$ cat src/rtl/line_bank_scheduler.sv
// line_bank_scheduler
// Write/read scheduler for a 4-bank line buffer. Writes lines round-robin
// into the banks, tracks how many committed lines are held, grants the
// filter a KERNEL_LINES-deep read window starting at the oldest bank, and
// retires one line per completed read pass.
//
// Handshake: i_rd_req is a level that the filter holds until it is granted.
// o_rd_grant is a combinational 1-clk pulse on the cycle that the read FSM
// moves R_IDLE -> R_HOLD. The filter ends its pass with a 1-clk i_rd_done.
// A frame-start i_vs overrides every other event in the same cycle.
module line_bank_scheduler #(
    parameter int MEM_ADDR_WIDTH = 11,
    parameter int HAC            = 1920,
    parameter int KERNEL_LINES   = 3,
    parameter int NUM_BANK       = 4
) (
    input  logic                      clk,
    input  logic                      rstn,
    input  logic                      i_vs,
    input  logic                      i_de,
    input  logic                      i_rd_req,
    input  logic                      i_rd_done,
    output logic [3:0]                o_mem_we,
    output logic [MEM_ADDR_WIDTH-1:0] o_mem_waddr,
    output logic [1:0]                o_wr_bank,
    output logic [1:0]                o_rd_base_bank,
    output logic                      o_rd_grant,
    output logic [2:0]                o_lines_avail,
    output logic                      o_line_done,
    output logic                      o_ovf,
    output logic                      o_len_err
);

    typedef enum logic [1:0] {W_IDLE, W_WAIT, W_LINE, W_COMMIT} wr_state_t;
    typedef enum logic       {R_IDLE, R_HOLD} rd_state_t;

    // pix_cnt needs one extra bit so it can reach HAC and stay there
    localparam logic [MEM_ADDR_WIDTH:0]   HAC_L      = (MEM_ADDR_WIDTH+1)'(HAC);
    localparam logic [MEM_ADDR_WIDTH-1:0] LAST_ADDR  = MEM_ADDR_WIDTH'(HAC - 1);
    localparam logic [2:0]                KERNEL_L   = 3'(KERNEL_LINES);
    localparam logic [2:0]                FULL_COUNT = 3'(NUM_BANK);

    wr_state_t               wr_state, wr_next;
    rd_state_t               rd_state, rd_next;
    logic                    de_d;
    logic                    de_rise;
    logic                    line_start;
    logic                    pix_take;
    logic                    commit;
    logic                    retire;
    logic                    grant;
    logic                    drop;
    logic [1:0]              wr_bank;
    logic [1:0]              base;
    logic [2:0]              count;
    logic [3:0]              bank_oh;
    logic [MEM_ADDR_WIDTH:0] pix_cnt;

    assign de_rise = i_de & ~de_d;
    assign bank_oh = 4'b0001 << wr_bank;
    assign commit  = (wr_state == W_COMMIT) && !drop && !i_vs;

    // Write FSM state register
    always_ff @(posedge clk or negedge rstn) begin
        if (!rstn) wr_state <= W_IDLE;
        else       wr_state <= wr_next;
    end

    // Write FSM next state; i_vs restarts the frame from any state
    always_comb begin
        wr_next    = wr_state;
        line_start = 1'b0;
        pix_take   = 1'b0;
        if (i_vs) begin
            wr_next = W_WAIT;
        end else begin
            case (wr_state)
                W_IDLE:   wr_next = W_IDLE;
                W_WAIT: begin
                    if (de_rise) begin
                        wr_next    = W_LINE;
                        line_start = 1'b1;
                    end
                end
                W_LINE: begin
                    if (!i_de) wr_next  = W_COMMIT;
                    else       pix_take = 1'b1;
                end
                W_COMMIT: wr_next = W_WAIT;
                default:  wr_next = W_IDLE;
            endcase
        end
    end

    // Read FSM state register
    always_ff @(posedge clk or negedge rstn) begin
        if (!rstn) rd_state <= R_IDLE;
        else       rd_state <= rd_next;
    end

    // Read FSM next state plus grant/retire strobes
    always_comb begin
        rd_next = rd_state;
        grant   = 1'b0;
        retire  = 1'b0;
        if (i_vs) begin
            rd_next = R_IDLE;
        end else begin
            case (rd_state)
                R_IDLE: begin
                    if (i_rd_req && count >= KERNEL_L) begin
                        rd_next = R_HOLD;
                        grant   = 1'b1;
                    end
                end
                R_HOLD: begin
                    if (i_rd_done) begin
                        rd_next = R_IDLE;
                        retire  = 1'b1;
                    end
                end
                default: rd_next = R_IDLE;
            endcase
        end
    end

    // Previous de sample for rise detection
    always_ff @(posedge clk or negedge rstn) begin
        if (!rstn) de_d <= 1'b0;
        else       de_d <= i_de;
    end

    // Bank pointers, line count, flags and the registered write port
    always_ff @(posedge clk or negedge rstn) begin
        if (!rstn) begin
            wr_bank     <= '0;
            base        <= '0;
            count       <= '0;
            drop        <= 1'b0;
            pix_cnt     <= '0;
            o_mem_we    <= '0;
            o_mem_waddr <= '0;
            o_ovf       <= 1'b0;
            o_len_err   <= 1'b0;
        end else if (i_vs) begin
            wr_bank   <= '0;
            base      <= '0;
            count     <= '0;
            drop      <= 1'b0;
            pix_cnt   <= '0;
            o_mem_we  <= '0;
            o_ovf     <= 1'b0;
            o_len_err <= 1'b0;
        end else begin
            if (commit) wr_bank <= wr_bank + 2'd1;
            if (retire) base    <= base + 2'd1;
            if (commit && !retire && count != FULL_COUNT) count <= count + 3'd1;
            if (retire && !commit && count != 3'd0)       count <= count - 3'd1;

            if (line_start) begin
                // a line that finds every bank held is dropped whole
                drop        <= (count == FULL_COUNT);
                o_ovf       <= o_ovf | (count == FULL_COUNT);
                o_mem_we    <= (count == FULL_COUNT) ? 4'b0000 : bank_oh;
                o_mem_waddr <= '0;
                pix_cnt     <= (MEM_ADDR_WIDTH+1)'(1);
            end else if (pix_take) begin
                if (pix_cnt < HAC_L) begin
                    o_mem_we    <= drop ? 4'b0000 : bank_oh;
                    o_mem_waddr <= pix_cnt[MEM_ADDR_WIDTH-1:0];
                    pix_cnt     <= pix_cnt + 1'b1;
                end else begin
                    // overlong line: stop writing, pin address, keep line
                    o_mem_we    <= 4'b0000;
                    o_mem_waddr <= LAST_ADDR;
                    o_len_err   <= 1'b1;
                end
            end else begin
                o_mem_we <= 4'b0000;
            end
        end
    end

    assign o_wr_bank      = wr_bank;
    assign o_rd_base_bank = base;
    assign o_lines_avail  = count;
    assign o_rd_grant     = grant;
    assign o_line_done    = commit;

endmodule
$ cat config.mk
export PLATFORM = sky130hd
export DESIGN_NAME = line_bank_scheduler
export DESIGN_NICKNAME = d
export VERILOG_FILES = /design/src/rtl/line_bank_scheduler.sv
export SDC_FILE = /design/constraint.sdc
export NUM_CORES = 1
export LEC_CHECK = 0
export ABC_CLOCK_PERIOD_IN_PS = 4100
export BUFFER_PORTS_ARGS = -buffer_cell sky130_fd_sc_hd__buf_4
export CAP_MARGIN = 15
export CORE_ASPECT_RATIO = 0.9
export CORE_MARGIN = 3
export CORE_UTILIZATION = 50
export DETAILED_ROUTE_END_ITERATION = 8
export PLACE_DENSITY = 0.72
export SYNTH_ARGS = -nofsm -noshare
export SYNTH_HDL_FRONTEND = slang
export SYNTH_SLANG_ARGS = --single-unit
$ cat constraint.sdc
create_clock -name clk -period 4.1 [get_ports clk]
set_clock_uncertainty 0.15 [all_clocks]
set_input_delay 1.23 -clock clk [delete_from_list [all_inputs] [get_ports clk]]
set_output_delay 1.23 -clock clk [all_outputs]
set_load 0.01 [all_outputs]
==> metrics <==
flop2flop setup slack 1.87 ns; die area 0.00478 mm2; period utilisation layout 82.6%; Routed Antenna Nets 0; DR vias 1499; Synth Area in XOR/XNOR 3.08%; Core Util, Final 62.7%; peak supply drop 263 uV; clock latency at the later pin of the worst-skew pair 0.29 ns; Area Overhead vs Synth 19.2%; CTS buffer count 5; clock sinks 41; layout cells sized above 1 20.2%; post-synthesis mux area share 1.63%; maxcap violations 0; Initial Utilization 52.6%; EDFF count, synth 0; CORE AREA 0.00378 mm2; Slew headroom 47.5%; Final Hold Viols 0; # diodes 0; status completed; CP endpoint kind output port; Arr. time, crit path 2.01 ns; Wirelength per Cell 15.0 um; maximum root-to-sink buffer count 2; First DRT Iteration DRCs 60; Yosys top cell area share 51.5%; Post-synth ARST share 100%; Fillers 326; global route overflow 0; Post-Syn Instances 191; Final TNS setup 0 ns; fmax 0.295 GHz; Worst-path clk slew 0.08 ns; num rows 21; Syn Std Cell Area 0.00199 mm2; Post-CTS Setup Bufs 0; worst hold slack 0.351 ns; Power Density 463 mW/mm2; Worst Path Max Fanout 23; Worst-Margin Slew 0.785 ns; Seq/Total Area, Yosys 51.5%; DR vias/cell 5.57; Residual DRC 0; I/O pins 32; largest net degree at the start of global routing 42; Final min period 3.39 ns; Post-Syn Area per Cell 10.4 um2; TritonRoute pass-1 iters 4; syn_nets 206; Slew Limit Fails 0; RSZ-0062 raised after global routing false; Post-Synth Adder-Cell Area 6.03%; critical path type input pin to output port; Die Wd 72.5 um; # port buffers 31; Synth cell types 43; Post-CTS Hold Fix Bufs 0; crit start category input pin; Leak Pwr 1.09 nW; initial antenna violation count 0; Resized Gates After CTS 0; area occupied by registers 0.00103 mm2; clock root buffer clkbuf_8; area of the multi-input gates 911 um2; ys flop type dfrtp_1; commonest non-fill, non-tap cell in the layout dfrtp_1; Placement Cell Area 0.00225 mm2; # setup viols final 0; DP Worst Slack 0.715 ns; Nets 237; post-synthesis compound-gate area fraction 14.4%; number of synthesized register bits 41; hpwl dp 2.97 mm; most frequent cells in the layout 41 x dfrtp_1, 31 x buf_4, 26 x nor2_1, 12 x nand2_1; YS warnings 0; first-pass GRT wire length 6.98 mm; CTS tree yes; Tot GR Track Use 18.6%; Synth Area in Simple Gates 20.6%; Final WS setup 0.712 ns; GP Congestion 0.820; vias in the first global route 1503; Die Span Y 65.9 um; H-Tree Level Count 2; Design Area, Final 0.00237 mm2; Post-Route WL 4.05 mm; largest family of logic cells by synthesized area simple AND/OR/NAND/NOR gates; HP Class flip-flop to flip-flop; CP required 2.72 ns; largest area contributor in the netlist dfrtp_1; synth top area cells dfrtp_1 52%, ha_1 5.0%, nor2_1 4.9%, o2bb2ai_1 4.4%, xor2_1 2.6%
==> logic make-up (layout without fill, tap and decap cells) <==
logic type                 Yosys count  count (layout)
AOI/OAI and AO/OA                   38              38
xor gates and xnor gates             7               7
DFF                                 41              41
adders and majority gates            9               9
and+or+nand+nor                     79              79
muxes                                3               3
buffers and inverters               14              46
==> cell usage after synthesis (all sizes together), types with 2 or more instances <==
master and n:
and2 2, or3 3, ha 8, xor2 6, mux2 2, nor3 5, o21ai 5, dfrtp 41
nand4 3, nor2 26, a21oi 10, and3b 2, buf 3, nand2 12, clkbuf 4, a211oi 3
o211ai 2, or4 2, inv 7, o2bb2ai 10, nand3 8, nor2b 6, nand2b 3
==> critical path, cell delays in order <==
cell     delay, ns
buf_4         0.18
nor4b_1       0.39
buf_4         0.19
==> power breakdown <==
part,total [W],internal [W],switching [W]
registers,0.000493,0.000441,0.0000514
logic,0.000272,0.000121,0.000151
clock network,0.000334,0.000198,0.000136
==> flip-flops by register name, summed over array words and instances, names as in the netlist, 2 cells and up <==
signal          flops
pix_cnt            12
o_mem_waddr        11
o_mem_we            4
o_lines_avail       3
o_rd_base_bank      2
o_wr_bank           2
wr_state            2
==> stage by stage <==
step | instances | total power [W]
6_report | 269 | 0.00110
2_1_floorplan | 191 | 0.000670
3_3_place_gp | 261 | 0.000754
4_1_cts | 269 | 0.00111
3_5_place_dp | 261 | 0.000772
5_1_grt | 269 | 0.00116
==> final timing paths <==
kind | from | end | cells after the start
max | i_vs | o_rd_grant | 3
max reg2reg | wr_state[1] | o_lines_avail[1] | 7
max in group asynchronous | rstn | de_d | 1
min in group asynchronous | rstn | o_mem_waddr[10] | 1
min | o_mem_waddr[10] | o_mem_waddr[10] | 1
min reg2reg | o_mem_waddr[10] | o_mem_waddr[10] | 1
==> per-layer routing <==
metal  share of wire [%]  GRT usage, %
met3                 4.5          4.71
met5                   0             0
met2                  46          28.9
met1                  49          25.4
met4                0.94          5.99
==> final cells by class <==
| type | count | area share, % |
|---|---|---|
| clock inverters | 2 | 1.58 |
| flip-flops and latches | 41 | 43.2 |
| multi-input cells | 136 | 38.4 |
| well taps | 46 | 2.42 |
| repair buffers | 31 | 9.80 |
| clock buffers | 6 | 3.48 |
| inverters | 7 | 1.11 |
No activity file was read; power rests on OpenSTA's default activity.
